[src/rtl/data_sync_pkg.sv]
// Shared definitions for the data_sync_pulse CDC block: qualifier modes,
// parameter defaults and the event-detect rule used by the top.
package data_sync_pkg;

    localparam int unsigned ENABLE_MODE_LEVEL  = 0;
    localparam int unsigned ENABLE_MODE_TOGGLE = 1;

    localparam int unsigned DEFAULT_NUM_STAGES = 2;
    localparam int unsigned DEFAULT_BUS_WIDTH  = 8;
    localparam int unsigned DEFAULT_CNT_WIDTH  = 8;

    // Level qualifier: only a rising edge is an event. Toggle: any change.
    function automatic logic detect_event(input logic toggle_mode,
                                          input logic cur,
                                          input logic prev);
        return toggle_mode ? (cur ^ prev) : (cur & ~prev);
    endfunction

endpackage

[src/rtl/sync_chain.sv]
// Single-bit multi-flop synchronizer; output is the last stage of the chain.
module sync_chain #(
    parameter int unsigned NUM_STAGES = 2
) (
    input  logic CLK,
    input  logic RST,
    input  logic d_i,
    output logic q_o
);

    logic [NUM_STAGES-1:0] sync_q;
    logic [NUM_STAGES-1:0] sync_d;

    // Shift the incoming bit one stage deeper each cycle.
    always_comb begin
        sync_d = {sync_q[NUM_STAGES-2:0], d_i};
    end

    // Chain flops, cleared asynchronously.
    always_ff @(posedge CLK or negedge RST) begin
        if (!RST) begin
            sync_q <= '0;
        end else begin
            sync_q <= sync_d;
        end
    end

    assign q_o = sync_q[NUM_STAGES-1];

endmodule

[src/rtl/data_sync_pulse.sv]
// Multi-bit bus synchronizer qualified by a single enable bit. The qualifier
// crosses through sync_chain; an edge on the synchronized qualifier captures
// the bus into SYNC_BUS and raises ENABLE_PULSE for one cycle.
// Optional event counter (CNT_CLR / EVT_CNT) is built when
// DATA_SYNC_EVT_CNT_EN is defined.
module data_sync_pulse
    import data_sync_pkg::*;
#(
    parameter int unsigned NUM_STAGES  = DEFAULT_NUM_STAGES,
    parameter int unsigned BUS_WIDTH   = DEFAULT_BUS_WIDTH,
    parameter int unsigned ENABLE_MODE = ENABLE_MODE_LEVEL
`ifdef DATA_SYNC_EVT_CNT_EN
    ,
    parameter int unsigned CNT_WIDTH   = DEFAULT_CNT_WIDTH
`endif
) (
    input  logic                 CLK,
    input  logic                 RST,
    input  logic [BUS_WIDTH-1:0] UNSYNC_BUS,
    input  logic                 BUS_ENABLE,
    output logic [BUS_WIDTH-1:0] SYNC_BUS,
    output logic                 ENABLE_PULSE
`ifdef DATA_SYNC_EVT_CNT_EN
    ,
    input  logic                 CNT_CLR,
    output logic [CNT_WIDTH-1:0] EVT_CNT
`endif
);

    // Reject illegal configurations at elaboration.
    if (NUM_STAGES < 2) begin : g_bad_stages
        $error("data_sync_pulse: NUM_STAGES must be >= 2");
    end
    if (BUS_WIDTH < 1) begin : g_bad_width
        $error("data_sync_pulse: BUS_WIDTH must be >= 1");
    end
    if (ENABLE_MODE > ENABLE_MODE_TOGGLE) begin : g_bad_mode
        $error("data_sync_pulse: ENABLE_MODE must be 0 or 1");
    end

    localparam logic ToggleMode = (ENABLE_MODE == ENABLE_MODE_TOGGLE);

    logic                 en_s;
    logic                 evt;
    logic                 en_q;
    logic                 en_d;
    logic [BUS_WIDTH-1:0] sync_bus_q;
    logic [BUS_WIDTH-1:0] sync_bus_d;
    logic                 pulse_q;
    logic                 pulse_d;

    sync_chain #(
        .NUM_STAGES(NUM_STAGES)
    ) u_sync_chain (
        .CLK(CLK),
        .RST(RST),
        .d_i(BUS_ENABLE),
        .q_o(en_s)
    );

    // Edge detect; the bus is only loaded on an event so it is never
    // sampled while the source may be changing it.
    always_comb begin
        evt        = detect_event(ToggleMode, en_s, en_q);
        en_d       = en_s;
        sync_bus_d = sync_bus_q;
        pulse_d    = 1'b0;
        if (evt) begin
            sync_bus_d = UNSYNC_BUS;
            pulse_d    = 1'b1;
        end
    end

    // Edge register, captured bus and strobe.
    always_ff @(posedge CLK or negedge RST) begin
        if (!RST) begin
            en_q       <= 1'b0;
            sync_bus_q <= '0;
            pulse_q    <= 1'b0;
        end else begin
            en_q       <= en_d;
            sync_bus_q <= sync_bus_d;
            pulse_q    <= pulse_d;
        end
    end

    assign SYNC_BUS     = sync_bus_q;
    assign ENABLE_PULSE = pulse_q;

`ifdef DATA_SYNC_EVT_CNT_EN
    logic [CNT_WIDTH-1:0] cnt_q;
    logic [CNT_WIDTH-1:0] cnt_d;

    // Count strobes; a clear coinciding with a strobe still counts that strobe.
    always_comb begin
        if (CNT_CLR) begin
            cnt_d = CNT_WIDTH'(pulse_q);
        end else begin
            cnt_d = cnt_q + CNT_WIDTH'(pulse_q);
        end
    end

    // Event counter register, wraps naturally.
    always_ff @(posedge CLK or negedge RST) begin
        if (!RST) begin
            cnt_q <= '0;
        end else begin
            cnt_q <= cnt_d;
        end
    end

    assign EVT_CNT = cnt_q;
`else
    // No event counter in this build.
`endif

endmodule
[config.mk]
export PLATFORM = sky130hd
export DESIGN_NAME = data_sync_pulse
export DESIGN_NICKNAME = d
export VERILOG_FILES = /design/src/rtl/data_sync_pkg.sv /design/src/rtl/sync_chain.sv /design/src/rtl/data_sync_pulse.sv
export SDC_FILE = /design/constraint.sdc
export NUM_CORES = 1
export LEC_CHECK = 0
export BUFFER_PORTS_ARGS = -buffer_cell sky130_fd_sc_hd__buf_4
export CORE_AREA = 2 2 39 41
export DETAILED_ROUTE_END_ITERATION = 7
export DIE_AREA = 0 0 41 43
export SLEW_MARGIN = 10
export SYNTH_ARGS = -nofsm -noshare
export SYNTH_HDL_FRONTEND = slang
export SYNTH_SLANG_ARGS = --single-unit
[constraint.sdc]
create_clock -name CLK -period 1.25 [get_ports CLK]
set_input_delay 0.0625 -clock CLK [delete_from_list [all_inputs] [get_ports CLK]]
set_output_delay 0.0625 -clock CLK [all_outputs]
set_load 0.05 [all_outputs]
Word level (Yosys, flattened, before mapping)
Index checks and enable logic that the tools add are counted.

operators by class
  bitwise operators = 2
  multiplexer cells = 1

operator list
  kind              number
  1-bit AND         1
  1-bit 2-to-1 mux  1
  1-bit NOT         1

storage, ports and cells
  bits of input ports = 11
  register bits = 12

Logic depth before layout (Yosys ltp)
  depth after elaboration = 3
  gate-level depth with buffers = 3
  depth with buffers taken out = 2

By module
From an unflattened synthesis, not the netlist that was laid out.

second synthesis, totals
  cells, all modules = 22
  area, all modules = 454.2 um2

modules (own cells, without submodules)
  module           cells an instance  seq. area each (um2)  area an instance (um2)  times used
  data_sync_pulse  20                 250.2                 404.1                   1
  sync_chain       2                  50.0                  50.0                    1

Worst setup path after synthesis
No wires, ideal clock.

  path kind = register to register
  start point = register en_q
  end point = register sync_bus_q[0] (netlist: SYNC_BUS[0])
  path buffers = 1
  data required time = 1.125 ns
  arrival = 0.918 ns
  setup time = 0.125 ns
  slack = 0.207 ns
  cell stages (with the launch flop) = 4
  cells stage by stage = dfrtp_1 -> nor2b_4 -> buf_12 -> mux2_4

between the ends
  longest elaborated chain between the ends = 2

RTL lines
  element                 RTL line               text
  from (decl)             data_sync_pulse.sv:45  logic en_q;
  from (signal assigned)  data_sync_pulse.sv:81  en_q <= en_d;
  1-bit NOT               data_sync_pkg.sv:16    return toggle_mode ? (cur ^ prev) : (cur & ~prev);
  1-bit AND               data_sync_pkg.sv:16
  net evt                 data_sync_pulse.sv:44  logic evt;
  to (signal assigned)    data_sync_pulse.sv:82  sync_bus_q <= sync_bus_d;
  to (decl)               data_sync_pulse.sv:47  logic [BUS_WIDTH-1:0] sync_bus_q;

The timed path passes the listed nets, and every way through them passes these cells.
A chain may end at the register's enable or synchronous reset.

Worst setup path after layout
  start point = register en_q
  end point = register sync_bus_q[0] (netlist: SYNC_BUS[0])

between the ends
  longest elaborated chain between the ends = 2

RTL lines
  element    RTL line
  1-bit NOT  data_sync_pkg.sv:16
  1-bit AND  data_sync_pkg.sv:16

No other way between the ends.

==> summary.md <==
| Metric | Value |
|---|---|
| Area delta synth->final | 43.8% |
| Most frequent cells in the layout | 19 x buf_4, 12 x dfrtp_1, 8 x mux2_4 |
| Critical path class | reg2reg |
| Endpoint type of the worst setup path | flop |
| Worst-margin pin slew | 0.366 ns |
| Fmax | 0.847 GHz |
| Port buffer count | 19 |
| Clock root cell | clkbuf_4 |
| TritonCTS clock tree | yes |
| # DRC | 0 |
| WP data required | 1.41 ns |
| Die width | 41 µm |
| Worst setup endpoint | SYNC_BUS[0]$_DFFE_PN0P_ |
| Post-detailed-route count of antenna-violating nets | 0 |
| Row Count | 14 |
| Max Slew Vio Count | 0 |
| Detail Route met2 WL | 353 µm |
| WL final | 780 µm |
| Synth cell types | 4 |
| Fraction of layout cells with a size suffix above 1 | 69.6% |
| Reg2Reg Depth | 2 |
| Area of the multi-input gates | 134 µm² |
| Mapped Cells | 22 |
| Crit path arrival time | 1.34 ns |
| Finished Layout Cells | 62 |
| Final hold violation count | 0 |
| RSZ-0062 raised after global routing | no |
| Post-CTS resize count | 0 |
| Worst Setup SP | en_q$_DFF_PN0_ |
| Final net count | 58 |
| Post-synthesis sequential area ratio | 66.1% |
| DR WL met3 | 74 µm |
| First-pass DRT Iterations | 4 |
| Top sig layer | met4 |
| Post-synthesis cell area | 454 µm² |
| Power Dens Cells | 1650 nW/µm² |
| Vias in the first global route | 270 |
| Via density | 4.35 |
| Num Clock Sinks | 12 |
| First-pass GRT wire length | 1.12 mm |
| Routed WL per cell | 12.6 µm |
| Core Region | 1380 µm² |
| Remaining global-route overflow | 0 |
| Layout fillers | 134 |
| Clk slew on worst S/H paths | 0.07 ns |
| Commonest non-fill, non-tap cell in the layout | buf_4 |
| Placed cells | 56 |
| Final setup fails | 0 |
| IO Count | 20 |
| Static Leak | 0.330 nW |
| Die Span Y | 43 µm |
| Met1 Routed Length | 336 µm |
| Worst R2R End | SYNC_BUS[0]$_DFFE_PN0P_ |
| CTS Buf Count | 3 |
| HP Class | in2reg |
| Initial Util | 32.8% |
| Initial antenna violation count | 0 |
| Total number of vias | 270 |
| Synth warn | 0 |
| Worst reg2reg setup slack | 0.07 ns |
| Antenna Cells | 0 |
| Largest net degree at the start of global routing | 13 |
| Outcome | finished clean |
| Avg Inst Size Synth | 20.6 µm² |
| Synth Net Count | 33 |
| Seq cells post-synth | 12 |
| Clk_lat worst skew | 0.27 ns |
| GPL Wtd Cong | 0.535 |
| Clock Path Buffers | 2 |
| Die footprint | 1760 µm² |
| Final min period | 1.18 ns |
| Worst slew margin | 75.5% |
| Register area | 300 µm² |
| Iter 0 DRT Violations | 2 |
| H-tree depth | 1 |
| Critical path fanouts, max | 9 |
| Setup TNS | 0 ns |
| Max cap viols | 0 |
| Total track usage | 10.5% |
| Worst clock skew | 0.000806 ns |
| Critical Path Start Type | flop |
| R2R Path Start | en_q$_DFF_PN0_ |
| Crit share post-route | 94.4% |
| Peak VDD IR | 823 µV |
## report_power, final
part	total (mW)	internal, mW	leakage (nW)	switching, mW
Clock	0.305	0.177	0.0210	0.128
Combinational	0.318	0.130	0.167	0.188
Sequential	0.457	0.433	0.142	0.0248
## layout make-up
cell class	count	area share, %
repair buffers	21	24.9
clock buffers	4	5.56
multi-input cells	9	20.5
flip-flops and latches	12	46.0
well taps	16	3.07
## Yosys cell counts (all sizes together)
cell   number  area, µm²
dfrtp      12        300
nor2b       1       13.8
buf         1       20.0
mux2        8        120
## cells by family after synthesis
logic type,after synthesis,share of synthesized area (%)
mux,8,26.4
buf+inv,1,4.41
flops,12,66.1
simple gates,1,3.03
## worst max-delay path: stages (launching register included)
cell     delay [ns]
dfrtp_1        0.40
nor2b_4        0.33
mux2_4         0.34
## flip-flops by register name, summed over array words and instances, names as in the netlist
name	count
u_sync_chain.sync_q	2
ENABLE_PULSE	1
en_q	1
SYNC_BUS	8
## per-stage QoR
step,cell area [µm²],hold slack (ns),util [%],setup WS (ns),power [mW]
global placement,597,-0.0965,43.1,0.0937,0.775
detailed placement,597,-0.0949,43.1,0.0630,0.782
CTS,653,0.0146,47.2,0.0491,1.09
global route,653,0.00824,47.2,0.0265,1.12
finish,653,0.0165,47.2,0.0697,1.08
floorplan,454,-0.233,-,0.207,0.679
## layer usage
metal / global-route usage [%] / vias to the layer above
met5: 0 / -
met4: 10.0 / 0
met3: 4.71 / 2
met2: 14.1 / 16
met1: 11.4 / 131
li1: - / 121
## how the worst min path moves through the flow
stage / to / slack, ns / start / cells after the start
finish: SYNC_BUS[1]$_DFFE_PN0P_ / 0.02 / UNSYNC_BUS[1] / 2
floorplan: ENABLE_PULSE$_DFF_PN0_ / -0.23 / RST / 0
global route: SYNC_BUS[1]$_DFFE_PN0P_ / 0.008 / UNSYNC_BUS[1] / 2
CTS: SYNC_BUS[1]$_DFFE_PN0P_ / 0.01 / UNSYNC_BUS[1] / 2
global placement: SYNC_BUS[6]$_DFFE_PN0P_ / -0.1 / RST / 1
detailed placement: SYNC_BUS[6]$_DFFE_PN0P_ / -0.09 / RST / 1
## what timing repair did
item                                   in CTS  in global routing
buffers inserted                            0                  0
endpoints found under the hold margin      13                  0
hold buffers                                2                  0
(Power assumes the default switching activity.)
